`config.mk`:
```
export PLATFORM = sky130hd
export DESIGN_NAME = pieo_enq_fifo_tracker
export DESIGN_NICKNAME = d
export VERILOG_FILES = /design/src/rtl/pieo_enq_fifo_tracker.sv
export SDC_FILE = /design/constraint.sdc
export NUM_CORES = 1
export LEC_CHECK = 0
export BUFFER_PORTS_ARGS = -buffer_cell sky130_fd_sc_hd__buf_4
export CAP_MARGIN = 25
export CORE_MARGIN = 1.5
export CORE_UTILIZATION = 35
export CTS_CLUSTER_DIAMETER = 150
export DETAILED_ROUTE_END_ITERATION = 10
export PLACE_DENSITY = 0.67
export SLEW_MARGIN = 40
export SYNTH_ARGS = -nofsm -noshare
export SYNTH_HDL_FRONTEND = slang
export SYNTH_SLANG_ARGS = --single-unit
```
`constraint.sdc`:
```
create_clock -name clk -period 1.8 [get_ports clk]
set_input_delay 0 -clock clk [delete_from_list [all_inputs] [get_ports clk]]
set_output_delay 0 -clock clk [all_outputs]
set_load 0.05 [all_outputs]
```
`src/rtl/pieo_enq_fifo_tracker.sv`:
```
// pieo_enq_fifo_tracker: round-robin enqueue of non-empty, untracked FIFO IDs into a PIEO.
// Optional PIEO_ENQ_TRACKER_STATS_EN adds enq_count and spurious_end.
module pieo_enq_fifo_tracker #(
    parameter int NUM_QUEUES = 3,
    parameter int ID_LOG     = $clog2(NUM_QUEUES),
    parameter int RANK_LOG   = 1,
    parameter int TIME_LOG   = 1
) (
    input  logic                                  clk,
    input  logic                                  rst,
    input  logic                                  en_in,
    input  logic [NUM_QUEUES-1:0]                 fifo_tvalid,
    input  logic [NUM_QUEUES-1:0]                 post_deq_end,
    input  logic                                  pieo_ready,
    output logic                                  pieo_enq_trigger,
    output logic [ID_LOG+RANK_LOG+TIME_LOG-1:0]   pieo_enq_element,
    output logic                                  fifos_not_enq_flag,
    output logic [NUM_QUEUES-1:0]                 tracked
`ifdef PIEO_ENQ_TRACKER_STATS_EN
    ,
    output logic [15:0]                           enq_count,
    output logic                                  spurious_end
`endif
);
    localparam int W = ID_LOG + RANK_LOG + TIME_LOG;

    typedef enum logic {IDLE, HOLD} state_t;

    state_t                state, state_next;
    logic [ID_LOG-1:0]     rr_ptr, sel;
    logic [NUM_QUEUES-1:0] pending, set_vec, clr_vec;
    logic                  go;

    assign pending = fifo_tvalid & ~tracked;
    assign go      = (state == IDLE) & en_in & pieo_ready & (|pending);
    assign set_vec = go ? (NUM_QUEUES'(1) << sel) : '0;
    assign clr_vec = post_deq_end & tracked;

    // Scan downward so the lowest offset from rr_ptr is the last (winning) assignment.
    always_comb begin
        sel = '0;
        for (int k = NUM_QUEUES - 1; k >= 0; k--) begin
            int j;
            j = int'(rr_ptr) + k;
            j = (j >= NUM_QUEUES) ? j - NUM_QUEUES : j;
            if (pending[j]) sel = ID_LOG'(j);
        end
    end

    always_ff @(posedge clk or posedge rst) begin
        if (rst) state <= IDLE;
        else     state <= state_next;
    end

    always_comb begin
        state_next = (state == HOLD) ? IDLE : (go ? HOLD : IDLE);
    end

    always_comb begin
        fifos_not_enq_flag = (en_in & (|pending)) | (state == HOLD);
    end

    always_ff @(posedge clk or posedge rst) begin
        if (rst) begin
            rr_ptr           <= '0;
            tracked          <= '0;
            pieo_enq_trigger <= 1'b0;
            pieo_enq_element <= '0;
        end else begin
            tracked          <= (tracked & ~clr_vec) | set_vec;
            pieo_enq_trigger <= go;
            if (go) begin
                pieo_enq_element <= W'(sel);
                rr_ptr           <= (sel == ID_LOG'(NUM_QUEUES - 1)) ? '0 : sel + 1'b1;
            end
        end
    end

    assert property (@(posedge clk) disable iff (rst) (set_vec & clr_vec) == '0);

`ifdef PIEO_ENQ_TRACKER_STATS_EN
    always_ff @(posedge clk or posedge rst) begin
        if (rst) begin
            enq_count    <= '0;
            spurious_end <= 1'b0;
        end else begin
            if (go && enq_count != 16'hFFFF) enq_count <= enq_count + 16'd1;
            if (|(post_deq_end & ~tracked)) spurious_end <= 1'b1;
        end
    end
`endif
endmodule

```
## Yosys cells after proc, flatten, opt, wreduce, memory -nomap -nowiden

Cells that the tools add are included.

- Logic and storage cells: 51
- Register bits: 9
- Output and inout port bits: 9
- Bits of input ports: 10

- Shift-type cells: 1
- Bitwise gates (word level): 12
- Reductions and logical operators: 1
- Add/subtract/negate cells: 6
- Equal/unequal tests: 1
- Magnitude comparators: 6
- Multiplexer cells: 19

Operators by type and width:

| cell | count |
|---|---|
| less-than comparator 32 x 4 -> 1 bit, second input constant | 3 |
| 2-to-1 mux 32 bit | 3 |
| bitwise AND 3 bit | 3 |
| 2-to-1 mux 1 bit | 8 |
| 2-to-1 mux 2 bit | 4 |
| subtractor 3 x 2 -> 4 bit, second input constant | 2 |
| binary-select mux 1 bit (select 2 bit) | 3 |
| >= comparator 3 x 2 -> 1 bit, second input constant | 2 |
| inverter 3 bit | 2 |
| bitwise AND 1 bit | 4 |
| adder 2 x 1 -> 3 bit, second input constant | 1 |
| adder 2 x 2 -> 3 bit, second input constant | 1 |
| 2-to-1 mux 3 bit | 1 |
| OR 3 bit | 1 |
| OR reduction 3 bit | 1 |
| << shifter 1 x 2 -> 3 bit, first input constant | 1 |
| subtractor 2 x 2 -> 3 bit, second input constant | 1 |
| adder 2 x 1 -> 2 bit, second input constant | 1 |
| equality test 2 bit, second input constant | 1 |
| >= comparator 2 bit, second input constant | 1 |
| inverter 1 bit | 1 |
| OR 1 bit | 1 |

## Logic depth before layout (Yosys ltp)

- Word-level depth: 12
- Mapped depth: 6
- Mapped depth without buffers: 6

## Worst setup path before layout

No wires, ideal clock.

- Kind: reg-to-reg
- Start point: register tracked[2]
- End point: register rr_ptr[0]
- Path buffers: 0
- Arrival time: 1.635 ns
- Slack: 0.097 ns
- Library setup time: 0.067 ns
- Cell stages (with the launch flop): 5
- Cell sequence: dfrtp_1 nand2b_1 or3b_1 o311ai_4 o221a_1

- Word-level cells in the longest chain between the ends: 10
- Elaborated cells between the ends (all ways): 19
- Those cells by class: add/sub (1); eq/ne (1); mux (13); bitwise (3); reduce/logical (1)

Ends and longest elaborated chain:

| what | line | source |
|---|---|---|
| from (decl) | 18 | `output logic [NUM_QUEUES-1:0] tracked` |
| from (signal assigned) | 70 | `tracked <= (tracked & ~clr_vec) \| set_vec;` |
| inverter 3 bit (*) | 34 | `assign pending = fifo_tvalid & ~tracked;` |
| bitwise AND 3 bit (*) | 34 |  |
| binary-select mux 1 bit (select 2 bit) | 46 | `if (pending[j]) sel = ID_LOG'(j);` |
| 2-to-1 mux 1 bit (not written as such) (2 in a row) | 46 |  |
| 2-to-1 mux 2 bit (3 in a row) | 46 |  |
| adder 2 x 1 -> 2 bit / equality test 2 bit (equally long branches) | 74 | `rr_ptr <= (sel == ID_LOG'(NUM_QUEUES - 1)) ? '0 : sel + 1'b1;` |
| 2-to-1 mux 2 bit | 74 |  |
| to (signal assigned) | 74 |  |
| to (decl) | 30 | `logic [ID_LOG-1:0] rr_ptr, sel;` |

Every way passes the cells marked *; elsewhere a longest branch is shown, timed or not. The select of a mux whose other input is x is not followed.
A chain may end at the register's enable or synchronous reset.

## Worst setup path after layout

- Start point: register rr_ptr[1]
- End point: register rr_ptr[0]

- Word-level cells in the longest chain between the ends: 11
- Elaborated cells between the ends (all ways): 26
- Those cells by class: add/sub (6); order compare (3); eq/ne (1); mux (16)

Ends and longest elaborated chain:

| what | line | source |
|---|---|---|
| adder 2 x 2 -> 3 bit | 44 | `j = int'(rr_ptr) + k;` |
| subtractor 3 x 2 -> 4 bit / >= comparator 3 x 2 -> 1 bit (equally long branches) | 45 | `j = (j >= NUM_QUEUES) ? j - NUM_QUEUES : j;` |
| 2-to-1 mux 32 bit | 45 |  |
| binary-select mux 1 bit (select 2 bit) | 46 |  |
| 2-to-1 mux 1 bit (not written as such) (2 in a row) | 46 |  |
| 2-to-1 mux 2 bit (2 in a row) | 46 |  |
| 2-to-1 mux 2 bit (*) | 46 |  |
| adder 2 x 1 -> 2 bit / equality test 2 bit (equally long branches) | 74 |  |
| 2-to-1 mux 2 bit (*) | 74 |  |

Marks and branches as above.

==> run metrics <==
Reg2Reg Depth=6; die footprint=1920 um2; initial antenna violation count=0; Final Hold Fails=0; Worst Path Arrival=1.94 ns; share of cells above drive strength 1=40.5%; min-delay src=pieo_ready; DP Wirelength=995 um; Pwr Density=1530 nW/um2; DRC viols=0; # clock sinks=9; cell total after placement=91; # rows=14; # port buffers=16; Reg-to-Reg Start=rr_ptr[1]$_DFFE_PP0P_; grt ovf=0; non-filler cells, final=100; DRT antenna net count=0; clock period minus final worst setup slack=1.74 ns; CTS clk-pin slew, worst paths=0.06 ns; reg2reg end=rr_ptr[0]$_DFFE_PP0P_; FFs w/ async S/R, synth=100%; Total Neg Setup Slack=0 ns; Hold EP=pieo_enq_element[1]$_DFFE_PP0P_; CTS tree=done; total core area=1520 um2; Leak=0.396 nW; critical path fanouts, max=5; number of cells on the worst hold path=4; Post-Synthesis Cells=59; clock buffer depth=2; drt total wl=1330 um; commonest cells in the netlist=9 x dfrtp_1, 7 x inv_1, 6 x nand2_1; period utilisation layout=96.9%; Post-synth top flop=dfrtp_1; number of global-route vias before repair=478; Worst Setup End Kind=register; clock skew after layout=0.00279 ns; Fmax achieved=573 MHz; Die Width=43.8 um; EDFF count, synth=0; synthesis-to-finish area growth=40.1%; Die H=43.8 um; H-tree depth=1; FF-to-FF setup slack=0.06 ns; Synth area leader=dfrtp_1; status=completed; drt via density=5.10; Netlist Area Pre-Place=583 um2; max-cap violations=0; I/O Pins=19; Seq/Total Area, Yosys=38.6%; top-count cell post-synth=dfrtp_1; via count=510; Skew-Pair Late Insertion Delay=0.26 ns; Synth area leaders=dfrtp_1 39%, ha_1 6.4%, inv_1 4.5%; Total GRT Usage=15.3%; antenna cells=0; Hold WC Path Type=in -> reg; Synth Register Bits=9; synthesis warning total=0; CP Data Required Time=1.99 ns; Final Max Slew Viols=0; GPL Wtd Cong=0.741; router iterations before antenna repair=3; largest net degree at the start of global routing=10; CP Class=reg -> reg; first-pass GRT wire length=2130 um; crit path launch type=register; Iter 0 DRT Violations=3; post-synth cell types=29; Max IR drop VDD=733 uV; RSZ-0062 raised after global routing=no; CTS buffer count=3; Starting Density=38.3%; # setup viols final=0; Wirelength per Cell=13.3 um; top cell type's share of synthesized area=38.6%; fin nets=98; CTS root buffer=clkbuf_4; Syn Area/Cell=9.88 um2
## kinds of logic after synthesis
kind of cell / count (synthesis) / share of synthesized area (%)
AOI/OAI and AO/OA: 15 / 24.9
adders and majority gates: 3 / 6.44
buffers and inverters: 10 / 7.72
DFF: 9 / 38.6
muxes: 1 / 1.93
other: 1 / 0.643
and+or+nand+nor: 20 / 19.7
## cell type report
cell class / count / area (um2)
clock buffers: 4 / 26.3
well taps: 16 / 20.0
inverters: 8 / 30.0
repair buffers: 22 / 175
flip-flops and latches: 9 / 225
fillers: 147 / 707
multi-input cells: 41 / 340
## power breakdown
group / total (mW) / switching [mW] / internal [mW]
registers: 0.313 / 0.0485 / 0.265
logic: 0.782 / 0.457 / 0.326
clock network: 0.151 / 0.0661 / 0.0851
## state kept, by name, indices dropped and copies added (netlist names)
name              flops
tracked               3
pieo_enq_element      2
rr_ptr                2
pieo_enq_trigger      1
state                 1
## cells in the final DEF, fill, tap and decap left out, types with 2 or more instances in the layout
| cell type | synthesis | layout |
|---|---|---|
| buf_4 | 2 | 18 |
| dfrtp_1 | 9 | 9 |
| nand2_1 | 6 | 6 |
| inv_1 | 7 | 6 |
| dlygate4sd3_1 | 0 | 4 |
| nand2b_1 | 3 | 3 |
| clkbuf_4 | 0 | 3 |
| nand3b_1 | 2 | 2 |
| inv_2 | 1 | 2 |
| nand3_1 | 2 | 2 |
| nor2b_1 | 2 | 2 |
| o211ai_2 | 2 | 2 |
| o22ai_1 | 3 | 2 |
| conb_1 | 1 | 2 |
## critical path: stages, from the launching register on
cell and delay (ns):
dfrtp_1 0.40, buf_4 0.15, ha_4 0.27, or2_2 0.13
o211ai_2 0.11, o311ai_4 0.37, o221a_1 0.26
## how the worst max path moves through the flow
stage	end	cells past startpoint	start	slack, ns
after floorplan	rr_ptr[0]$_DFFE_PP0P_	4	tracked[2]$_DFF_PP0_	0.1
after global placement	rr_ptr[0]$_DFFE_PP0P_	6	rr_ptr[1]$_DFFE_PP0P_	0.1
after detailed placement	rr_ptr[0]$_DFFE_PP0P_	6	rr_ptr[0]$_DFFE_PP0P_	0.05
after CTS	rr_ptr[0]$_DFFE_PP0P_	6	rr_ptr[1]$_DFFE_PP0P_	0.04
after global routing	rr_ptr[0]$_DFFE_PP0P_	6	rr_ptr[1]$_DFFE_PP0P_	0.01
final	rr_ptr[0]$_DFFE_PP0P_	6	rr_ptr[1]$_DFFE_PP0P_	0.06
## layer usage
metal  routed length (um)  vias up  GRT usage (%)
met1                  623      245           19.9
li1                     -      254              -
met3                   45        0           1.25
met5                    0        -              0
met2                  659       11           24.4
met4                    0        0           9.09
## stage by stage
step | instance area [um2] | setup WS, ns | hold slack [ns] | power (mW) | util, %
5_1_grt | 817 | 0.0104 | 0.237 | 1.33 | 53.6
3_3_place_gp | 719 | 0.0967 | -0.0194 | 1.00 | 47.2
6_report | 817 | 0.0551 | 0.213 | 1.25 | 53.6
2_1_floorplan | 587 | 0.0972 | -0.172 | 0.835 | -
3_5_place_dp | 719 | 0.0537 | -0.0150 | 1.01 | 47.2
4_1_cts | 786 | 0.0373 | 0.207 | 1.18 | 51.6
## what timing repair did
item / in CTS / in global routing
hold endpoints to repair: 12 / 0
setup endpoints to repair: 0 / 3
hold buffers: 4 / 0
gates resized for setup: 0 / 5
buffers inserted: 0 / 1
No activity file was read; power rests on OpenSTA's default activity.
